===== src/rtl/cacheline_adaptor.sv =====
// rtl/cacheline_adaptor.sv - 256-bit cacheline to 64-bit burst memory adaptor
// Splits line writes into ascending beats and assembles read beats into a line.
module cacheline_adaptor #(
  parameter int LINE_WIDTH  = 256,
  parameter int BURST_WIDTH = 64,
  parameter int ADDR_WIDTH  = 32
) (
  input  logic                   clk,
  input  logic                   rst,
  input  logic [LINE_WIDTH-1:0]  line_i,
  output logic [LINE_WIDTH-1:0]  line_o,
  input  logic [ADDR_WIDTH-1:0]  address_i,
  input  logic                   read_i,
  input  logic                   write_i,
  output logic                   resp_o,
  input  logic [BURST_WIDTH-1:0] burst_i,
  output logic [BURST_WIDTH-1:0] burst_o,
  output logic [ADDR_WIDTH-1:0]  address_o,
  output logic                   read_o,
  output logic                   write_o,
  input  logic                   resp_i,
  output logic [31:0]            read_count,
  output logic [31:0]            write_count
);

  localparam int BEATS    = LINE_WIDTH / BURST_WIDTH;
  localparam int BEAT_W   = (BEATS > 1) ? $clog2(BEATS) : 1;
  localparam int OFFSET_W = $clog2(LINE_WIDTH / 8);
  localparam logic [BEAT_W-1:0] LAST_BEAT = BEAT_W'(BEATS - 1);

  typedef enum logic [1:0] {
    IDLE  = 2'd0,
    READ  = 2'd1,
    WRITE = 2'd2,
    DONE  = 2'd3
  } state_t;

  state_t                  r_state;
  state_t                  w_next_state;
  logic [BEAT_W-1:0]       r_beat;
  logic [LINE_WIDTH-1:0]   r_buffer;
  logic [ADDR_WIDTH-1:0]   r_addr;
  logic                    r_is_read;
  logic [31:0]             r_read_count;
  logic [31:0]             r_write_count;
  logic                    w_beat_last;
  logic [ADDR_WIDTH-1:0]   w_aligned_addr;

  assign w_beat_last    = (r_beat == LAST_BEAT);
  assign w_aligned_addr = {address_i[ADDR_WIDTH-1:OFFSET_W], {OFFSET_W{1'b0}}};

  assign line_o      = r_buffer;
  assign address_o   = r_addr;
  assign read_count  = r_read_count;
  assign write_count = r_write_count;

  always_ff @(posedge clk) begin
    if (rst) begin
      r_state <= IDLE;
    end else begin
      r_state <= w_next_state;
    end
  end

  always_comb begin
    w_next_state = r_state;
    read_o       = 1'b0;
    write_o      = 1'b0;
    resp_o       = 1'b0;
    burst_o      = '0;
    case (r_state)
      IDLE: begin
        // Write wins when the L2 raises both requests together
        if (write_i) begin
          w_next_state = WRITE;
        end else if (read_i) begin
          w_next_state = READ;
        end
      end
      READ: begin
        read_o = 1'b1;
        if (resp_i && w_beat_last) begin
          w_next_state = DONE;
        end
      end
      WRITE: begin
        write_o = 1'b1;
        burst_o = r_buffer[r_beat*BURST_WIDTH +: BURST_WIDTH];
        if (resp_i && w_beat_last) begin
          w_next_state = DONE;
        end
      end
      DONE: begin
        resp_o       = 1'b1;
        w_next_state = IDLE;
      end
      default: w_next_state = IDLE;
    endcase
  end

  always_ff @(posedge clk) begin
    if (rst) begin
      r_beat        <= '0;
      r_buffer      <= '0;
      r_addr        <= '0;
      r_is_read     <= 1'b0;
      r_read_count  <= '0;
      r_write_count <= '0;
    end else begin
      case (r_state)
        IDLE: begin
          if (write_i) begin
            r_buffer  <= line_i;
            r_addr    <= w_aligned_addr;
            r_beat    <= '0;
            r_is_read <= 1'b0;
          end else if (read_i) begin
            r_addr    <= w_aligned_addr;
            r_beat    <= '0;
            r_is_read <= 1'b1;
          end
        end
        READ: begin
          if (resp_i) begin
            r_buffer[r_beat*BURST_WIDTH +: BURST_WIDTH] <= burst_i;
            r_beat <= r_beat + BEAT_W'(1);
          end
        end
        WRITE: begin
          if (resp_i) begin
            r_beat <= r_beat + BEAT_W'(1);
          end
        end
        DONE: begin
          if (r_is_read) begin
            r_read_count <= r_read_count + 32'd1;
          end else begin
            r_write_count <= r_write_count + 32'd1;
          end
        end
        default: ;
      endcase
    end
  end

endmodule


===== config.mk =====
export PLATFORM = sky130hd
export DESIGN_NAME = cacheline_adaptor
export DESIGN_NICKNAME = d
export VERILOG_FILES = /design/src/rtl/cacheline_adaptor.sv
export SDC_FILE = /design/constraint.sdc
export NUM_CORES = 1
export LEC_CHECK = 0
export BUFFER_PORTS_ARGS = -buffer_cell sky130_fd_sc_hd__clkbuf_2
export CAP_MARGIN = 40
export CORE_AREA = 2 2 305 307
export DETAILED_ROUTE_END_ITERATION = 16
export DIE_AREA = 0 0 307 309
export GPL_ROUTABILITY_DRIVEN = 0
export PLACE_DENSITY = 0.48
export REMOVE_ABC_BUFFERS = 1
export SLEW_MARGIN = 20
export SYNTH_ARGS = -nofsm -noshare
export SYNTH_HDL_FRONTEND = slang
export SYNTH_SLANG_ARGS = --single-unit

===== constraint.sdc =====
create_clock -name clk -period 3.8 [get_ports clk]
set_clock_uncertainty 0.05 [all_clocks]
set_input_delay 0.57 -clock clk [delete_from_list [all_inputs] [get_ports clk]]
set_output_delay 0.57 -clock clk [all_outputs]
set_load 0.01 [all_outputs]

; Word level (Yosys, flattened, before mapping)
; Cells that the tools add are included.
[totals]
reg_bits = 357
[op_classes]
n_addsub = 4
eq_ne = 9
n_shift = 3
n_mux = 20
bitwise = 1
reduce_logical = 12
[ops]
columns = operator, count
row1 = 2-to-1 mux 256 bit, 2
row2 = one-hot mux 256 bit (2 select lines), 1
row3 = bitwise mux 256 bit, 1
row4 = variable shift 64 x 34 -> 256 bit (first input constant), 1
row5 = indexed part select 256 x 9 -> 64 bit, 1
row6 = indexed part select 64 x 34 -> 256 bit, 1
row7 = adder 32 x 1 -> 32 bit (second input constant), 2
row8 = 2-to-1 mux 32 bit, 2
row9 = 2-to-1 mux 64 bit, 1
row10 = negation 8 -> 34 bit, 1
row11 = 2-to-1 mux 2 bit, 6
row12 = AND reduction 2 bit, 4
row13 = == test 2 bit (second input constant), 3
row14 = one-hot mux 2 bit (3 select lines), 1
row15 = AND reduction 3 bit, 2
row16 = nonzero test 2 bit, 3
row17 = 2-to-1 mux 1 bit, 5
row18 = != test 2 x 1 -> 1 bit (second input constant), 2
row19 = != test 2 bit (second input constant), 2
row20 = one-hot mux 2 bit (2 select lines), 1
row21 = != test 3 bit (second input constant), 1
row22 = adder 2 x 1 -> 2 bit (second input constant), 1
row23 = == test 2 x 1 -> 1 bit (second input constant), 1
row24 = logical NOT 2 bit, 1
row25 = 3 further kinds, 3

; Longest topological paths before layout
[logic_depth]
ltp_word = 5
mapped_depth = 10
depth_no_buf = 6

; Worst setup path after synthesis
; No wires, ideal clock.
[synth_timing]
path_kind = register to register
start = reg r_beat[0]
end = reg r_buffer[10] (netlist: line_o[10])
setup_time_ns = 0.086
arrival_ns = 2.648
required_ns = 3.664
path_slack_ns = 1.016
path_stages_with_launch = 10
n_path_buf = 3
synth_period_minus_slack_ns = 2.784
path_cell_list = dfxtp_1 -> clkbuf_1 -> clkbuf_1 -> inv_1 -> ha_1 -> nand4b_1 -> nor2_1 -> clkbuf_1 -> a21oi_1 -> a211oi_1
[synth_between]
elab_chain_cells = 5
elab_cells_between_ends = 6
[synth_rtl]
columns = element, line
row1 = start: declaration, 40  ; logic [BEAT_W-1:0] r_beat;
row2 = start signal: assignment, 126  ; r_beat <= r_beat + BEAT_W'(1);
row3 = start signal: assignment, 131  ; r_beat <= r_beat + BEAT_W'(1);
row4 = negation 8 -> 34 bit *, 125  ; r_buffer[r_beat*BURST_WIDTH +: BURST_WIDTH] <= burst_i;
row5 = indexed part select 64 x 34 -> 256 bit or variable shift 64 x 34 -> 256 bit (tied branches), 125
row6 = bitwise mux 256 bit *, 125
row7 = 2-to-1 mux 256 bit *, 124  ; if (resp_i) begin
row8 = one-hot mux 256 bit (2 select lines) *, 110  ; case (r_state)
row9 = end signal: assignment, 113  ; r_buffer <= line_i;
row10 = end signal: indexed assignment, 125
row11 = end: declaration, 41  ; logic [LINE_WIDTH-1:0] r_buffer;
; Every way passes the cells marked *; elsewhere a longest branch is shown, timed or not. The select of a mux whose other input is x is not followed.
; A chain may end at the register's enable or synchronous reset.

; Worst setup path after layout
[layout_timing]
start = reg r_beat[0]
end = out burst_o[60]
[layout_between]
elab_chain_cells = 2
[layout_rtl]
columns = element, line
row1 = indexed part select 256 x 9 -> 64 bit, 88  ; burst_o = r_buffer[r_beat*BURST_WIDTH +: BURST_WIDTH];
row2 = 2-to-1 mux 64 bit, 71  ; case (r_state)
row3 = end: declaration, 17  ; output logic [BURST_WIDTH-1:0] burst_o,
; Every way passes these cells.

==> reports/summary.txt <==
status: completed
Slew HR: 40.13%
die area: 0.09486 mm^2
Synth Warn #: 0
nets@finish: 3,131
Clock Latency Late Sink: 0.56 ns
Die Ht: 309 um
EDFF count, synth: 0
Worst Setup End Kind: output pin
DRT iter0 DRCs: 1,120
TritonCTS Buffers: 44
Max FO, Critical Path: 72
worst vdd ir: 0.4232 mV
Worst Setup SP: r_beat[0]
Setup WS post-layout: 0.6079 ns
worst path required time: 3.18 ns
register bit total from synthesis: 352
final count of hold timing violations: 0
DRT Pass-1 Iters: 5
grt ovf: 0
R2R cell count: 8
RSZ-0062 raised after global routing: false
initial core utilization: 19.57%
Period minus WS final: 3.192 ns
Pwr Total: 18.45 mW
largest net degree at the start of global routing: 132
mapped cell area: 0.01789 mm^2
hold slack: 0.1784 ns
clock root buffer: clkbuf_16
Filler Cell Count: 10.08k
Post-CTS Hold Buffers: 0
clk sinks: 352
sequential cell area: 0.007054 mm^2
final setup violation count: 0
first-pass GRT wire length: 118,800 um
Synth area leaders: dfxtp_1, a211oi_1, a21oi_1, nor2b_1, mux4_2
worst path arrival time: 2.57 ns
count of cell types in the netlist: 45
Worst-Margin Slew: 0.8981 ns
IO Port Bufs: 765
post-synth top area share: 39.39%
most common cell after layout, fill and taps aside: clkbuf_2
Worst Hold Path EP: address_o[6]
Via density: 4.596
crit path launch type: flop
Post-DP HPWL: 59,230 um
Die X: 307 um
most frequent cells in the layout: clkbuf_2, dfxtp_1, a21oi_1
max-cap viol count: 0
layout cell share with drive strength beyond 1: 34.38%
r2r startpoint: r_state[0]
Hold Crit Start: address_i[6]
setup slack, reg-to-reg: 1.13 ns
max-slew violation count: 0
Hold Path Class: in -> reg
path type of the worst setup path: reg -> out
Cell Rows: 111
cell taking the most area after synthesis: dfxtp_1
Hold Path Depth: 3
CTS max path bufs: 3
setup slack at placement: 1.070 ns
synthesized instance count: 2,111
GR Util All Layers: 16.71%
top_reg_cell synth: dfxtp_1
CTS tree: yes
Worst-path clk slew: 0.06 ns
CTS resizes: 0
Final ANT Viol Nets: 0
initial antenna violation count: 12
vias in the first global route: 17.51k
DR WL/cell: 21.10 um
Multi-input gate area: 0.01012 mm^2
drt drc: 0
register area share after synthesis: 39.39%
period utilisation layout: 84.00%
via count: 18.31k
FF-to-FF End: line_o[245]
Core Area: 0.09139 mm^2
final wirelength: 84,060 um
Area growth syn-to-layout: 36.30%
Pleak: 10.13 nW
ys async rst share: 0%
power per cell area: 756.6 mW/mm^2
syn avg cell area: 8.474 um^2
Ports: 776
FMAX: 313.3 MHz
H-tree depth: 2
post-CTS setup repair buffer count: 0
## metal layers
layer	global-route usage, %	wire length, um	vias to the layer above	part of all wire, %
li1	-	-	8908	-
met3	4.782	6661	148	7.9
met4	6.341	3177	12	3.8
met2	27.78	39570	673	47
met1	20.44	34590	8570	41
met5	0	62	-	0.074
## cell families after synthesis
| logic type | Yosys count | synth area share [%] |
|---|---|---|
| xor+xnor | 21 | 1.028 |
| compound gates | 629 | 21.68 |
| mux | 72 | 8.526 |
| buf+inv | 207 | 4.700 |
| other cells | 1 | 0.02096 |
| flops | 352 | 39.39 |
| fa+ha+maj | 12 | 0.8393 |
| simple gates | 817 | 23.82 |
## power breakdown
part	internal, mW	total, mW	switching [mW]	leakage (nW)
combinational	3.20	8.10	4.90	6.52
sequential	4.97	6.08	1.11	2.90
clock	2.49	4.26	1.77	0.716
## area by class of cell
| class | count | share of cell area (%) |
|---|---|---|
| diodes | 3 | 0.03079 |
| clock buffers | 66 | 5.481 |
| clock inverters | 13 | 0.4208 |
| inverters | 9 | 0.1386 |
| multi-input cells | 1556 | 41.49 |
| flip-flops and latches | 352 | 28.93 |
| well taps | 1186 | 6.086 |
| repair buffers | 799 | 17.42 |
## worst max path at each step
stage,to,slack [ns],cells after the start
after floorplan,line_o[0],-9.37,5
after global placement,line_o[20],1.09,7
after detailed placement,line_o[226],1.07,6
after CTS,burst_o[60],0.56,4
after global routing,burst_o[60],0.48,4
final,burst_o[60],0.61,4
## Yosys cell counts (all sizes together) (12+ instances only)
library cell / n
dfxtp: 352
a21oi: 330
nor2: 288
nor2b: 261
a211oi: 258
clkbuf: 172
nand2: 88
and2: 66
mux4: 64
or4: 29
o31ai: 28
buf: 26
nand3: 22
nand4: 20
xor2: 15
and4: 12
ha: 12
## registers in the layout (all words and copies together), names as in the netlist
name	count
r_state	2
r_is_read	1
write_count	32
address_o	27
r_beat	2
line_o	256
read_count	32
## per-stage QoR
stage | utilization, % | TNS (ns) | cells | area, um^2
final | 26.68 | 0 | 3984 | 24380
after global routing | 26.67 | 0 | 3981 | 24370
after CTS | 26.61 | 0 | 3979 | 24320
after detailed placement | 25.04 | 0 | 3900 | 22880
after global placement | 25.03 | 0 | 3899 | 22870
after floorplan | - | -2436.44 | 1917 | 17100
## worst max-delay path: stages (launching register included)
cell and delay (ns):
dfxtp_4 0.36, buf_12 0.48, mux4_2 0.58, and2_1 0.22
clkbuf_2 0.16
Power figures use the tool's default switching activity.
